<file path="config.mk">
export PLATFORM = sky130hd
export DESIGN_NAME = muldiv_sequencer_flat
export DESIGN_NICKNAME = d
export VERILOG_FILES = /design/src/rtl/muldiv_pkg.sv /design/src/rtl/muldiv_sequencer_if.sv /design/src/rtl/muldiv_step.sv /design/src/rtl/muldiv_sequencer.sv /design/src/flat_wrapper.sv
export SDC_FILE = /design/constraint.sdc
export NUM_CORES = 1
export LEC_CHECK = 0
export CAP_MARGIN = 15
export CORE_ASPECT_RATIO = 1.1
export CORE_UTILIZATION = 61
export CTS_BUF_LIST = sky130_fd_sc_hd__clkbuf_4 sky130_fd_sc_hd__clkbuf_8 sky130_fd_sc_hd__clkbuf_16
export CTS_CLUSTER_DIAMETER = 80
export DETAILED_ROUTE_END_ITERATION = 16
export PLACE_DENSITY = 0.86
export SYNTH_ARGS = -nofsm -noshare
export SYNTH_HDL_FRONTEND = slang
export SYNTH_SLANG_ARGS = --single-unit
export TNS_END_PERCENT = 30
</file>
<file path="constraint.sdc">
create_clock -name clk -period 4.9 [get_ports clk]
set_clock_uncertainty 0.15 [all_clocks]
set_input_delay 0.98 -clock clk [delete_from_list [all_inputs] [get_ports clk]]
set_output_delay 0.98 -clock clk [all_outputs]
set_load 0.01 [all_outputs]
</file>
<file path="src/rtl/muldiv_pkg.sv">
// Shared constants and types for the muldiv_sequencer block.
// Optional feature macro: MULDIV_SIGNED_EN (signed MULS/DIVS support).
package muldiv_pkg;

  // Operation codes carried on func (low four bits).
  localparam logic [3:0] FUNC_MUL  = 4'b1010;
  localparam logic [3:0] FUNC_DIV  = 4'b1011;
  localparam logic [3:0] FUNC_MULS = 4'b1100;
  localparam logic [3:0] FUNC_DIVS = 4'b1101;

  // Sequencer FSM states.
  typedef enum logic [1:0] {
    ST_IDLE = 2'd0,
    ST_MUL  = 2'd1,
    ST_DIV  = 2'd2,
    ST_DONE = 2'd3
  } state_t;

  // Bit positions inside the 3-bit flag output.
  localparam int FLAG_Z = 0;
  localparam int FLAG_N = 1;
  localparam int FLAG_C = 2;

endpackage

</file>
<file path="src/rtl/muldiv_sequencer_if.sv">
// Request/response bundle between the Execute stage and muldiv_sequencer.
//
// Handshake: start is a single-cycle request qualifier with no ready wire.
// A request is accepted exactly when the sequencer is idle and func is a
// supported code; acceptance is visible the same cycle as stall=1. Requests
// made while busy, or with unsupported codes, are dropped (no queuing).
// done is a one-cycle valid for resultLo/resultHi/flag with no back-pressure;
// the result values then hold until the next operation completes.
interface muldiv_sequencer_if #(
  parameter int WIDTH  = 16,
  parameter int FUNC_W = 4
);
  logic              start;
  logic [FUNC_W-1:0] func;
  logic [WIDTH-1:0]  opA;
  logic [WIDTH-1:0]  opB;
  logic              stall;
  logic              busy;
  logic              done;
  logic [WIDTH-1:0]  resultLo;
  logic [WIDTH-1:0]  resultHi;
  logic [2:0]        flag;

  modport master (
    output start, func, opA, opB,
    input  stall, busy, done, resultLo, resultHi, flag
  );

  modport slave (
    input  start, func, opA, opB,
    output stall, busy, done, resultLo, resultHi, flag
  );
endinterface

</file>
<file path="src/rtl/muldiv_step.sv">
// One iteration of the shared datapath. The 2*WIDTH+1 accumulator holds
// {carry/upper, lower}: for MUL the lower half is the multiplier being
// shifted out LSB first; for DIV the upper WIDTH+1 bits are the partial
// remainder and the lower half is the dividend turning into the quotient.
module muldiv_step #(
  parameter int WIDTH = 16
) (
  input  logic               is_div,
  input  logic [2*WIDTH:0]   acc_in,
  input  logic [WIDTH-1:0]   operand,
  output logic [2*WIDTH:0]   acc_out
);

  logic [WIDTH:0] add_sum;
  logic [WIDTH:0] shifted;
  logic [WIDTH:0] trial;
  logic           ge;

  // Conditional add-and-shift (MUL) or trial subtract-and-shift (DIV).
  always_comb begin
    add_sum = acc_in[2*WIDTH:WIDTH] + {1'b0, operand};
    shifted = {acc_in[2*WIDTH-1:WIDTH], acc_in[WIDTH-1]};
    ge      = (shifted >= {1'b0, operand});
    trial   = shifted - {1'b0, operand};
    if (is_div) begin
      acc_out = {(ge ? trial : shifted), acc_in[WIDTH-2:0], ge};
    end else begin
      acc_out = {1'b0, (acc_in[0] ? add_sum : acc_in[2*WIDTH:WIDTH]),
                 acc_in[WIDTH-1:1]};
    end
  end

endmodule

</file>
<file path="src/rtl/muldiv_sequencer.sv">
// Iterative multiply/divide sequencer: one bit per cycle through a shared
// shift/add/subtract step, stalling the pipeline while it iterates.
// Optional feature macro: MULDIV_SIGNED_EN adds MULS/DIVS by converting
// operands to magnitudes at latch time and fixing the sign on entry to DONE.
module muldiv_sequencer
  import muldiv_pkg::*;
#(
  parameter int WIDTH  = 16,
  parameter int FUNC_W = 4
) (
  input  logic                clk,
  input  logic                rst,
  muldiv_sequencer_if.slave   bus,
  output state_t              dbg_state
);

  localparam int CNT_W = $clog2(WIDTH);

  state_t             state_q, state_d;
  logic [2*WIDTH:0]   acc_q, acc_d;
  logic [WIDTH-1:0]   opr_q, opr_d;
  logic [CNT_W-1:0]   cnt_q, cnt_d;
  logic [WIDTH-1:0]   res_lo_q, res_lo_d;
  logic [WIDTH-1:0]   res_hi_q, res_hi_d;
  logic [2:0]         flag_q, flag_d;
`ifdef MULDIV_SIGNED_EN
  logic               neg_p_q, neg_p_d;   // negate product / quotient
  logic               neg_r_q, neg_r_d;   // negate remainder
  logic               op_signed, a_neg, b_neg;
`endif

  logic               is_mul_req, is_div_req, req_ok;
  logic [WIDTH-1:0]   a_mag, b_mag;
  logic [2*WIDTH:0]   step_out;
  logic [2*WIDTH-1:0] prod;
  logic [WIDTH-1:0]   quo, rem;
  logic               fin_load, fin_div, fin_dz;
  logic [WIDTH-1:0]   fin_lo, fin_hi;

  muldiv_step #(.WIDTH(WIDTH)) u_step (
    .is_div  (state_q == ST_DIV),
    .acc_in  (acc_q),
    .operand (opr_q),
    .acc_out (step_out)
  );

  // Decode the request and form operand magnitudes.
  always_comb begin
`ifdef MULDIV_SIGNED_EN
    op_signed  = (bus.func == FUNC_W'(FUNC_MULS)) | (bus.func == FUNC_W'(FUNC_DIVS));
    is_mul_req = (bus.func == FUNC_W'(FUNC_MUL))  | (bus.func == FUNC_W'(FUNC_MULS));
    is_div_req = (bus.func == FUNC_W'(FUNC_DIV))  | (bus.func == FUNC_W'(FUNC_DIVS));
    a_neg      = op_signed & bus.opA[WIDTH-1];
    b_neg      = op_signed & bus.opB[WIDTH-1];
    a_mag      = a_neg ? -bus.opA : bus.opA;
    b_mag      = b_neg ? -bus.opB : bus.opB;
`else
    is_mul_req = (bus.func == FUNC_W'(FUNC_MUL));
    is_div_req = (bus.func == FUNC_W'(FUNC_DIV));
    a_mag      = bus.opA;
    b_mag      = bus.opB;
`endif
    req_ok = bus.start & (is_mul_req | is_div_req);
  end

  // Next-state, datapath sequencing and result capture on entry to DONE.
  always_comb begin
    state_d  = state_q;
    acc_d    = acc_q;
    opr_d    = opr_q;
    cnt_d    = cnt_q;
    res_lo_d = res_lo_q;
    res_hi_d = res_hi_q;
    flag_d   = flag_q;
`ifdef MULDIV_SIGNED_EN
    neg_p_d  = neg_p_q;
    neg_r_d  = neg_r_q;
`endif
    prod     = '0;
    quo      = '0;
    rem      = '0;
    fin_load = 1'b0;
    fin_div  = 1'b0;
    fin_dz   = 1'b0;
    fin_lo   = '0;
    fin_hi   = '0;

    case (state_q)
      ST_IDLE: begin
        if (req_ok) begin
          cnt_d = '0;
`ifdef MULDIV_SIGNED_EN
          neg_p_d = a_neg ^ b_neg;
          neg_r_d = a_neg;
`endif
          if (is_mul_req) begin
            state_d = ST_MUL;
            acc_d   = {{(WIDTH+1){1'b0}}, b_mag};
            opr_d   = a_mag;
          end else if (bus.opB == '0) begin
            // Divide by zero skips iteration; raw dividend is reported.
            state_d  = ST_DONE;
            fin_load = 1'b1;
            fin_div  = 1'b1;
            fin_dz   = 1'b1;
            fin_lo   = '1;
            fin_hi   = bus.opA;
          end else begin
            state_d = ST_DIV;
            acc_d   = {{(WIDTH+1){1'b0}}, a_mag};
            opr_d   = b_mag;
          end
        end
      end
      ST_MUL: begin
        acc_d = step_out;
        cnt_d = cnt_q + CNT_W'(1);
        if (cnt_q == CNT_W'(WIDTH-1)) begin
          state_d  = ST_DONE;
          fin_load = 1'b1;
          prod     = step_out[2*WIDTH-1:0];
`ifdef MULDIV_SIGNED_EN
          if (neg_p_q) prod = -prod;
`endif
          fin_lo = prod[WIDTH-1:0];
          fin_hi = prod[2*WIDTH-1:WIDTH];
        end
      end
      ST_DIV: begin
        acc_d = step_out;
        cnt_d = cnt_q + CNT_W'(1);
        if (cnt_q == CNT_W'(WIDTH-1)) begin
          state_d  = ST_DONE;
          fin_load = 1'b1;
          fin_div  = 1'b1;
          quo      = step_out[WIDTH-1:0];
          rem      = step_out[2*WIDTH-1:WIDTH];
`ifdef MULDIV_SIGNED_EN
          if (neg_p_q) quo = -quo;
          if (neg_r_q) rem = -rem;
`endif
          fin_lo = quo;
          fin_hi = rem;
        end
      end
      default: state_d = ST_IDLE;
    endcase

    if (fin_load) begin
      res_lo_d       = fin_lo;
      res_hi_d       = fin_hi;
      flag_d[FLAG_Z] = ({fin_hi, fin_lo} == '0);
      flag_d[FLAG_N] = fin_div ? fin_lo[WIDTH-1] : fin_hi[WIDTH-1];
      flag_d[FLAG_C] = fin_div ? fin_dz : (fin_hi != '0);
    end
  end

  // State and datapath registers; reset aborts any operation in flight.
  always_ff @(posedge clk or posedge rst) begin
    if (rst) begin
      state_q  <= ST_IDLE;
      acc_q    <= '0;
      opr_q    <= '0;
      cnt_q    <= '0;
      res_lo_q <= '0;
      res_hi_q <= '0;
      flag_q   <= '0;
`ifdef MULDIV_SIGNED_EN
      neg_p_q  <= 1'b0;
      neg_r_q  <= 1'b0;
`endif
    end else begin
      state_q  <= state_d;
      acc_q    <= acc_d;
      opr_q    <= opr_d;
      cnt_q    <= cnt_d;
      res_lo_q <= res_lo_d;
      res_hi_q <= res_hi_d;
      flag_q   <= flag_d;
`ifdef MULDIV_SIGNED_EN
      neg_p_q  <= neg_p_d;
      neg_r_q  <= neg_r_d;
`endif
    end
  end

  assign bus.stall    = ((state_q == ST_IDLE) & req_ok) |
                        (state_q == ST_MUL) | (state_q == ST_DIV);
  assign bus.busy     = (state_q != ST_IDLE);
  assign bus.done     = (state_q == ST_DONE);
  assign bus.resultLo = res_lo_q;
  assign bus.resultHi = res_hi_q;
  assign bus.flag     = flag_q;
  assign dbg_state    = state_q;

endmodule

</file>
<file path="src/flat_wrapper.sv">
// flat-port wrapper written by rule: the top's interface ports become plain ports
module muldiv_sequencer_flat import muldiv_pkg::*;
#(
  parameter int WIDTH  = 16,
  parameter int FUNC_W = 4
)
  (clk, rst, dbg_state, bus_start, bus_func, bus_opA, bus_opB, bus_stall, bus_busy, bus_done, bus_resultLo, bus_resultHi, bus_flag);
  muldiv_sequencer_if #(.WIDTH(WIDTH), .FUNC_W(FUNC_W)) bus_i ();
  input  logic clk;
  input  logic rst;
  output state_t dbg_state;
  input wire logic [$bits(bus_i.start)-1:0] bus_start;
  input wire logic [$bits(bus_i.func)-1:0] bus_func;
  input wire logic [$bits(bus_i.opA)-1:0] bus_opA;
  input wire logic [$bits(bus_i.opB)-1:0] bus_opB;
  output wire logic [$bits(bus_i.stall)-1:0] bus_stall;
  output wire logic [$bits(bus_i.busy)-1:0] bus_busy;
  output wire logic [$bits(bus_i.done)-1:0] bus_done;
  output wire logic [$bits(bus_i.resultLo)-1:0] bus_resultLo;
  output wire logic [$bits(bus_i.resultHi)-1:0] bus_resultHi;
  output wire logic [$bits(bus_i.flag)-1:0] bus_flag;
  assign bus_i.start = bus_start;
  assign bus_i.func = bus_func;
  assign bus_i.opA = bus_opA;
  assign bus_i.opB = bus_opB;
  assign bus_stall = bus_i.stall;
  assign bus_busy = bus_i.busy;
  assign bus_done = bus_i.done;
  assign bus_resultLo = bus_i.resultLo;
  assign bus_resultHi = bus_i.resultHi;
  assign bus_flag = bus_i.flag;
  muldiv_sequencer #(.WIDTH(WIDTH), .FUNC_W(FUNC_W)) u_core (.clk(clk), .rst(rst), .bus(bus_i), .dbg_state(dbg_state));
endmodule
</file>
Word level (Yosys, flattened, before mapping). Cells that the tools add are included.

Order comparisons: 1. $mul: 0. Eq/ne operators: 10. Muxes and demuxes: 35. Div/mod/pow operators: 0. Add/subtract/negate cells: 3. Reduce and logical (&&, ||, !) cells: 11. Bitwise gates (word level): 5. Shifts and indexed selects: 0.

Operators by type and width (count): 16-bit two-way mux (10); 33-bit two-way mux (4); 33-bit one-hot mux with 2 select lines (1); 16-bit one-hot mux with 2 select lines (2); 17-bit two-way mux (2); 32-bit zero test (1); 17-bit by 16-bit adder with 17-bit output (1); 17-bit by 16-bit greater-or-equal comparator with 1-bit output (1); 17-bit by 16-bit subtractor with 17-bit output (1); 16-bit zero test (1); 16-bit nonzero test (1); 4-bit equality test (second input constant) (3); 1-bit two-way mux (8); 4-bit one-hot mux with 2 select lines (1); 2-bit two-way mux (3); 2-bit by 1-bit inequality test with 1-bit output (second input constant) (3); 3-bit AND reduction (2); 4-bit by 1-bit adder with 4-bit output (second input constant) (1); 2-bit equality test (second input constant) (2); 4-bit two-way mux (1); 1-bit one-hot mux with 2 select lines (2); 2-bit one-hot mux with 2 select lines (1); 2-bit AND reduction (2); 2-bit nonzero test (2); 6 further kinds (9).

Bits in read-only memories: 0. Bits of input ports: 39. Register bits: 90. Bits in writable memories: 0. Bits in latches: 0. Memories: 0.

Logic depth before layout (Yosys ltp). Gate-level depths: netlist (run 1).

Depth in word-level cells: 7. Gate-level depth with buffers: 13. Depth with buffers taken out: 13.

By module. Synthesis (run 1) repeated with hierarchy kept, for this count alone.

Cells, all modules: 704. Area total of the unflattened synthesis: 6467.5 um^2.

Modules (own cells, without submodules): muldiv_sequencer (instances 1, area an instance 4264.1 um^2, seq. area each 2252.2 um^2, cells an instance 388); muldiv_step (instances 1, area an instance 2203.4 um^2, seq. area each 0.0 um^2, cells an instance 316).

Least setup slack after synthesis (run 1). Ideal clock, no wire load.

Kind: reg2reg. Start: reg u_core.acc_q[15]. End: reg u_core.flag_q[0], in the netlist u_core.bus.flag[0]. Setup slack: 1.773 ns. Setup time: 0.122 ns. Period minus slack after synthesis: 3.127 ns. Arrival: 2.856 ns. Cell stages (with the launch flop): 14. Path buffers: 0. Cells stage by stage: dfrtp_1 inv_1 ha_1 inv_1 fa_1 a211oi_4 nor4_1 or3b_1 and3_1 o311a_1 a211oi_2 a31o_1 nor4_2 a32o_1.

Cells in the longest elaborated chain, start to end: 6.

RTL lines: from (decl) (line muldiv_sequencer.sv:20) `logic [2*WIDTH:0] acc_q, acc_d;`; from (signal assigned) (line muldiv_sequencer.sv:162) `acc_q <= '0;`; from (signal assigned) (line muldiv_sequencer.sv:174) `acc_q <= acc_d;`; 17-bit by 16-bit subtractor with 17-bit output or 17-bit by 16-bit greater-or-equal comparator with 1-bit output (tied branches) (line muldiv_step.sv:24, muldiv_step.sv:23); 17-bit two-way mux (line muldiv_step.sv:26) `acc_out = {(ge ? trial : shifted), acc_in[WIDTH-2:0], ge};`; 33-bit two-way mux * (line muldiv_step.sv:25) `if (is_div) begin`; 16-bit two-way mux (line muldiv_sequencer.sv:118, muldiv_sequencer.sv:132); 16-bit one-hot mux with 2 select lines (line muldiv_sequencer.sv:88) `case (state_q)`; 32-bit zero test * (line muldiv_sequencer.sv:152) `flag_d[FLAG_Z] = ({fin_hi, fin_lo} == '0);`; to (signal assigned) (line muldiv_sequencer.sv:179) `flag_q <= flag_d;`; to (decl) (line muldiv_sequencer.sv:25) `logic [2:0] flag_q, flag_d;`.

Mark *: on every way between the ends. The rest lies on a longest branch, timed or not. A chain may end at the register's enable or synchronous reset.

Final worst setup path (run 1).
Start: in bus_func[2]. End: out bus_stall.

Cells in the longest elaborated chain, start to end: 6.

RTL lines: from (decl) (line flat_wrapper.sv:13) `input wire logic [$bits(bus_i.func)-1:0] bus_func;`; 4-bit equality test, on equally long branches (line muldiv_sequencer.sv:58, muldiv_sequencer.sv:59); 1-bit OR * (line muldiv_sequencer.sv:63) `req_ok = bus.start & (is_mul_req | is_div_req);`; 1-bit bitwise AND * (line muldiv_sequencer.sv:63); 1-bit bitwise AND * (line muldiv_sequencer.sv:187) `assign bus.stall = ((state_q == ST_IDLE) & req_ok) |`; 1-bit OR * (line muldiv_sequencer.sv:187); 1-bit OR * (line muldiv_sequencer.sv:188) `(state_q == ST_MUL) | (state_q == ST_DIV);`; to (decl) (line flat_wrapper.sv:16) `output wire logic [$bits(bus_i.stall)-1:0] bus_stall;`.

Marked as above.

==> results.sh, run 1 <==
export IMPL_status="finished clean"
export IMPL_vias_per_cell=6.726
export IMPL_p_per_area_mw_per_mm2=657.9
export IMPL_clockBufferDepth=2
export IMPL_fill_cells=859
export IMPL_holdBufCountCts=0
export IMPL_synth_nets=908
export IMPL_ys_flop_type="dfrtp_1"
export IMPL_r2r_worst_path_cells=13
export IMPL_rows=40
export IMPL_wl_um=21970
export IMPL_cp_start_kind="input pin"
export IMPL_synth_top_area_share=0.3245
export IMPL_final_layout_size_suffix_gt1_frac=0.07666
export IMPL_route_detailed_drc=0
export IMPL_worstPathArrival_ps=2800
export IMPL_synth_largest_area_cell="dfrtp_1"
export IMPL_report_final_slew_viol_count=0
export IMPL_min_period_ps=3933
export IMPL_synth_area_mm2=0.006940
export IMPL_synthArstFlopShare=1.000
export IMPL_drt_iter0_drc=719
export IMPL_nNetsFinal=960
export IMPL_cts_repair_resize_count=0
export IMPL_synth_cells=830
export IMPL_globalRouteTotalUtil=0.3718
export IMPL_dpl_cell_area_mm2=0.007806
export IMPL_setup_viol=0
export IMPL_wl_per_cell_um=21.24
export IMPL_htree_levels=3
export IMPL_die_w_um=103.7
export IMPL_grt_max_degree=61
export IMPL_synth_edf_count=0
export IMPL_final_setup_tns_ps=0
export IMPL_first_pass_iters=6
export IMPL_grt_first_pass_wirelength_um=34260
export IMPL_dieArea_mm2=0.01181
export IMPL_root_buffer="clkbuf_16"
export IMPL_ioPinCount=79
export IMPL_synthTopCellsByCount="nand2_1 (125), dfrtp_1 (90), o21ai_0 (61)"
export IMPL_coreArea_mm2=0.01101
export IMPL_yosysSeqAreaShare=0.3245
export IMPL_clkSinkCount=90
export IMPL_postCtsSetupBuffers=0
export IMPL_fin_crit_sh=0.8026
export IMPL_crit_required_ps=3770
export IMPL_cts_clk_slew_worst_paths_ps=60
export IMPL_port_buffers=78
export IMPL_finalHoldViolCount=0
export IMPL_antenna_found_initial=0
export IMPL_r2r_end="u_core.bus.flag[0]"
export IMPL_peakVddDrop_mv=0.3519
export IMPL_timing_fmax_mhz=254.3
export IMPL_cts_tree="built"
export IMPL_whs_path_depth=2
export IMPL_fin_util=0.7414
export IMPL_worst_skew_pair_late_latency_ps=350
export IMPL_synth_warnings=0
export IMPL_design_area_mm2=0.008163
export IMPL_path_max_fanout=5
export IMPL_grt_pass1_vias=6495
export IMPL_synthTopCellsByArea="dfrtp_1 (32%), nand2_1 (6.8%), ha_1 (6.7%), mux2i_1 (4.6%), o21ai_0 (4.4%)"
export IMPL_rsz0062_at_grt="false"
export IMPL_crit_reg2reg_launch="u_core.acc_q[15]"
export IMPL_cap_violations=0
export IMPL_hold_path_class="reg -> reg"
export IMPL_power_leakage_nw=3.556
export IMPL_synth_most_common_cell="nand2_1"
export IMPL_max_slew_margin=0.3982
export IMPL_initial_core_util=0.6303
export IMPL_tightest_slew_ps=900.6
export IMPL_numCtsBuffers=9
export IMPL_dr_total_vias=6955
export IMPL_areaGrowthSynthToFinish_pct=17.61
export IMPL_hpwl_um=16670
export IMPL_synth_distinct_cells=84
export IMPL_ys_ff_latch=90
export IMPL_gr_total_overflow=0
export IMPL_regToRegSetupSlack_ps=1170
export IMPL_cp_end_kind="output pin"
export IMPL_routabilityCongestion=0.9276
export IMPL_diodes=0
export IMPL_hp_start="u_core.bus.resultLo[13]"
export IMPL_setup_worst_path_class="in -> out"
export IMPL_syn_area_per_cell_um2=8.362
export IMPL_startpoint="bus_func[2]"
export IMPL_ant_nets=0
export IMPL_die_height_um=113.9
export IMPL_min_to="u_core.bus.resultLo[13]"
-- flip-flops by register name, summed over array words and instances, names as in the netlist --
register	flops
u_core.cnt_q	4
u_core.opr_q	16
u_core.bus.resultLo	16
u_core.dbg_state	2
u_core.bus.resultHi	16
u_core.bus.flag	3
u_core.acc_q	33
-- worst max-delay path by stage --
stage	depth (start not counted)	slack (ps)	to
after floorplan	1	1430	u_core.acc_q[0]
after global placement	10	880	u_core.bus.flag[0]
after detailed placement	10	740	u_core.bus.flag[0]
after CTS	5	980	bus_stall
after global routing	10	860	u_core.bus.flag[0]
final	5	970	bus_stall
-- area by class of cell --
class                   instances  area, um2  area share
clock buffers                  11      246.5     0.03020
inverters                      34      128.9     0.01579
clock inverters                 5      110.1     0.01349
flip-flops and latches         90       2252      0.2759
well taps                     147      183.9     0.02253
repair buffers                 92      885.9      0.1085
multi-input cells             655       4355      0.5336
-- critical path: stages --
cell and delay (ps):
clkdlybuf4s50_1 540, and4b_1 260, and2_1 230, or3_1 310, clkdlybuf4s50_1 480
-- per-layer routing --
layer | global-route usage | vias up | part of all wire
met2 | 0.6412 | 359 | 0.49
li1 | - | 3192 | -
met3 | 0.04686 | 62 | 0.066
met5 | 0 | - | 0
met1 | 0.4677 | 3342 | 0.41
met4 | 0.1771 | 0 | 0.039
-- logic make-up (layout without fill, tap and decap cells) --
group,after synthesis,after routing,share of synthesized area
and+or+nand+nor,280,280,0.1967
buffers and inverters,85,142,0.04957
AOI/OAI and AO/OA,277,277,0.2715
DFF,90,90,0.3245
adders and majority gates,39,39,0.07247
muxes,46,46,0.06887
xor gates and xnor gates,13,13,0.01641
-- metrics by stage --
step,std cells,worst slack (ps),hold WS (ps),power [W]
floorplan,830,1435,307.9,0.003581
global placement,1018,877.9,305.3,0.004372
finish,1034,967.0,318.3,0.005371
global route,1034,857.8,341.5,0.005694
detailed placement,1018,740.3,310.6,0.004455
CTS,1034,976.4,325.7,0.005290
-- power breakdown --
group / internal [W] / total (W) / switching [W]
clock: 0.000523 / 0.000823 / 0.000300
combinational: 0.00128 / 0.00335 / 0.00207
sequential: 0.000945 / 0.00120 / 0.000251
-- placed cells by master, fill, tap and decap left out, types with 16 or more instances in the layout --
| master | Yosys | layout |
|---|---|---|
| nand3_1 | 22 | 22 |
| o21a_1 | 17 | 17 |
| nand2_1 | 125 | 125 |
| nor3_1 | 17 | 16 |
| a21oi_1 | 51 | 50 |
| clkdlybuf4s50_1 | 0 | 78 |
| a21o_1 | 17 | 17 |
| mux2i_1 | 32 | 32 |
| ha_1 | 37 | 36 |
| a31oi_1 | 19 | 19 |
| inv_1 | 31 | 30 |
| o21ai_0 | 61 | 61 |
| dfrtp_1 | 90 | 90 |
| nor2_1 | 47 | 47 |
No activity file was read; power rests on OpenSTA's default activity.
==> run 2: changes to the inputs <==
CORE_UTILIZATION = 58   (was 61)
PLACE_DENSITY = 0.82   (was 0.86)
clock period = 4 ns   (was 4.9 ns; I/O delays follow)
==> run 2 against run 1 <==
Net effect:
- power increased by 23%
- setup slack got worse by 600 ps
- combinational power increased by 25%
- wire length increased by 2.7%
- critical path depth increased by 8
- die area increased by 5.1%
- cell area increased by 0.75%
- count of clock-buffer cells in the layout increased by 1
- first-iteration DRC count decreased by 15%
- global-route usage decreased by 0.091 points
- non-clock buffer count increased by 9
- critical endpoint is now u_core.bus.flag[0]
- largest cell class unchanged
==> results.sh, run 2 (same netlist as run 1, synthesis figures left out) <==
export IMPL_cts_repair_resize_count=0
export IMPL_fill_cells=899
export IMPL_post_place_ws_ps=417.6
export IMPL_min_period_ps=3635
export IMPL_rows=41
export IMPL_dr_total_vias=7092
export IMPL_max_slew_margin=0.4014
export IMPL_cts_clk_slew_worst_paths_ps=60
export IMPL_setup_viol=0
export IMPL_cap_violations=0
export IMPL_drt_iter0_drc=614
export IMPL_root_buffer="clkbuf_16"
export IMPL_first_pass_iters=6
export IMPL_largest_register_ffs=33
export IMPL_wl_um=22560
export IMPL_regMostFlops="u_core.acc_q"
export IMPL_crit_reg2reg_launch="u_core.acc_q[15]"
export IMPL_ant_nets=0
export IMPL_route_detailed_drc=0
export IMPL_diodes=0
export IMPL_hold_path_class="reg -> reg"
export IMPL_worst_path_buf_inv=2
export IMPL_fin_util=0.7125
export IMPL_die_w_um=106.3
export IMPL_wl_per_cell_um=21.57
export IMPL_coreArea_mm2=0.01154
export IMPL_cpPeakStageDelay_ps=490
export IMPL_port_buffers=78
export IMPL_numCtsBuffers=9
export IMPL_hpwl_um=17200
export IMPL_finalHoldViolCount=0
export IMPL_grt_max_degree=58
export IMPL_cp_cell_sequence="inv_1 -> ha_1 -> inv_1 -> fa_1 -> a211oi_4 -> nor4_1 -> or3b_1 -> and3_1 -> o311a_1 -> a211oi_2 -> a31o_1 -> nor4_2 -> a32o_1"
export IMPL_timing_fmax_mhz=275.1
export IMPL_final_cell_mix="nand2_1 (125), dfrtp_1 (90), clkdlybuf4s50_1 (78)"
export IMPL_gr_total_overflow=0
export IMPL_routabilityCongestion=0.9642
export IMPL_cp_slowest_cell="fa_1"
export IMPL_rsz0062_at_grt="false"
export IMPL_die_height_um=116.7
export IMPL_vias_per_cell=6.780
export IMPL_initial_core_util=0.6013
export IMPL_htree_levels=3
export IMPL_peakVddDrop_mv=0.4224
export IMPL_grt_pass1_vias=6705
export IMPL_globalRouteTotalUtil=0.3709
export IMPL_cp_start_kind="flop"
export IMPL_fin_ws_ps=364.9
export IMPL_power_leakage_nw=3.593
export IMPL_crit_top_cell="inv_1"
export IMPL_startpoint="u_core.acc_q[15]"
export IMPL_antenna_found_initial=0
export IMPL_holdBufCountCts=0
export IMPL_worstPathArrival_ps=3720
export IMPL_tightest_slew_ps=894.5
export IMPL_final_setup_tns_ps=0
export IMPL_dieArea_mm2=0.01241
export IMPL_hp_start="u_core.bus.resultLo[9]"
export IMPL_nNetsFinal=969
export IMPL_cp_end_kind="flop"
export IMPL_report_final_slew_viol_count=0
export IMPL_layout_commonest_cell="nand2_1"
export IMPL_clkSinkCount=90
export IMPL_setup_worst_path_class="reg -> reg"
export IMPL_status="finished clean"
export IMPL_postCtsSetupBuffers=0
export IMPL_path_max_fanout=3
export IMPL_grt_first_pass_wirelength_um=35330
export IMPL_clockBufferDepth=2
export IMPL_areaGrowthSynthToFinish_pct=18.50
export IMPL_cts_tree="built"
export IMPL_final_layout_size_suffix_gt1_frac=0.08594
export IMPL_crit_family="compound AO/OA/AOI/OAI gates"
export IMPL_crit_required_ps=4080
export IMPL_p_per_area_mw_per_mm2=803.2
export IMPL_fin_crit_sh=0.9088
export IMPL_worst_skew_pair_late_latency_ps=340
export IMPL_ioPinCount=79
run 2: cell count changes in the layout (fill, tap and decap cells not counted), sizes merged:
| cell | before | now |
|---|---|---|
| bufinv | 3 | 2 |
| clkinv | 4 | 5 |
| clkbuf | 11 | 12 |
| buf | 14 | 23 |
| inv | 32 | 31 |
run 2: stage by stage:
step                area (um2)  instances  hold WS (ps)  power (W)
floorplan                 6940        830         307.9   0.004386
global placement          7890       1030         303.4   0.005416
detailed placement        7890       1030         310.9   0.005517
CTS                       8224       1046         328.5   0.006483
global route              8224       1046         352.8   0.006967
finish                    8224       1046         324.0   0.006606
run 2: power by group:
| part | internal (W) | total (W) | switching (W) |
|---|---|---|---|
| clock | 0.000589 | 0.000940 | 0.000351 |
| sequential | 0.00116 | 0.00147 | 0.000311 |
| combinational | 0.00162 | 0.00420 | 0.00258 |
| total | 0.00337 | 0.00661 | 0.00324 |
run 2: worst paths after layout:
kind,end,slack [ps],depth (start not counted)
min,u_core.bus.resultLo[9],320,2
max,u_core.bus.flag[0],360,13
max reg2reg,u_core.bus.flag[0],360,13
max in group asynchronous,u_core.opr_q[2],2310,3
min in group asynchronous,u_core.cnt_q[0],680,2
min reg2reg,u_core.bus.resultLo[9],320,2
run 2: layout make-up:
cell class	count	area, um2	share of cell area
clock inverter	4	73.82	0.008976
sequential	90	2252	0.2738
clock buffer	12	260.3	0.03164
inverter	34	128.9	0.01567
multi-input combinational	655	4355	0.5296
tap	150	187.7	0.02282
timing repair buffer	101	965.9	0.1175
run 2: layer usage:
| layer | global-route usage | part of all wire | up-vias |
|---|---|---|---|
| met5 | 0 | 0 | - |
| met4 | 0.2102 | 0.051 | 0 |
| met3 | 0.05748 | 0.084 | 87 |
| met2 | 0.6355 | 0.48 | 420 |
| met1 | 0.4482 | 0.38 | 3385 |
| li1 | - | - | 3200 |
run 2: worst register-to-register path: cells and delay by family, from the launching register on:
family                   cells  cell delay, ps
adder cells (fa/ha/maj)      2             680
AO/OA/AOI/OAI                5            1360
flip-flops                   1             400
buffers and inverters        2             170
AND/OR/NAND/NOR              4             760
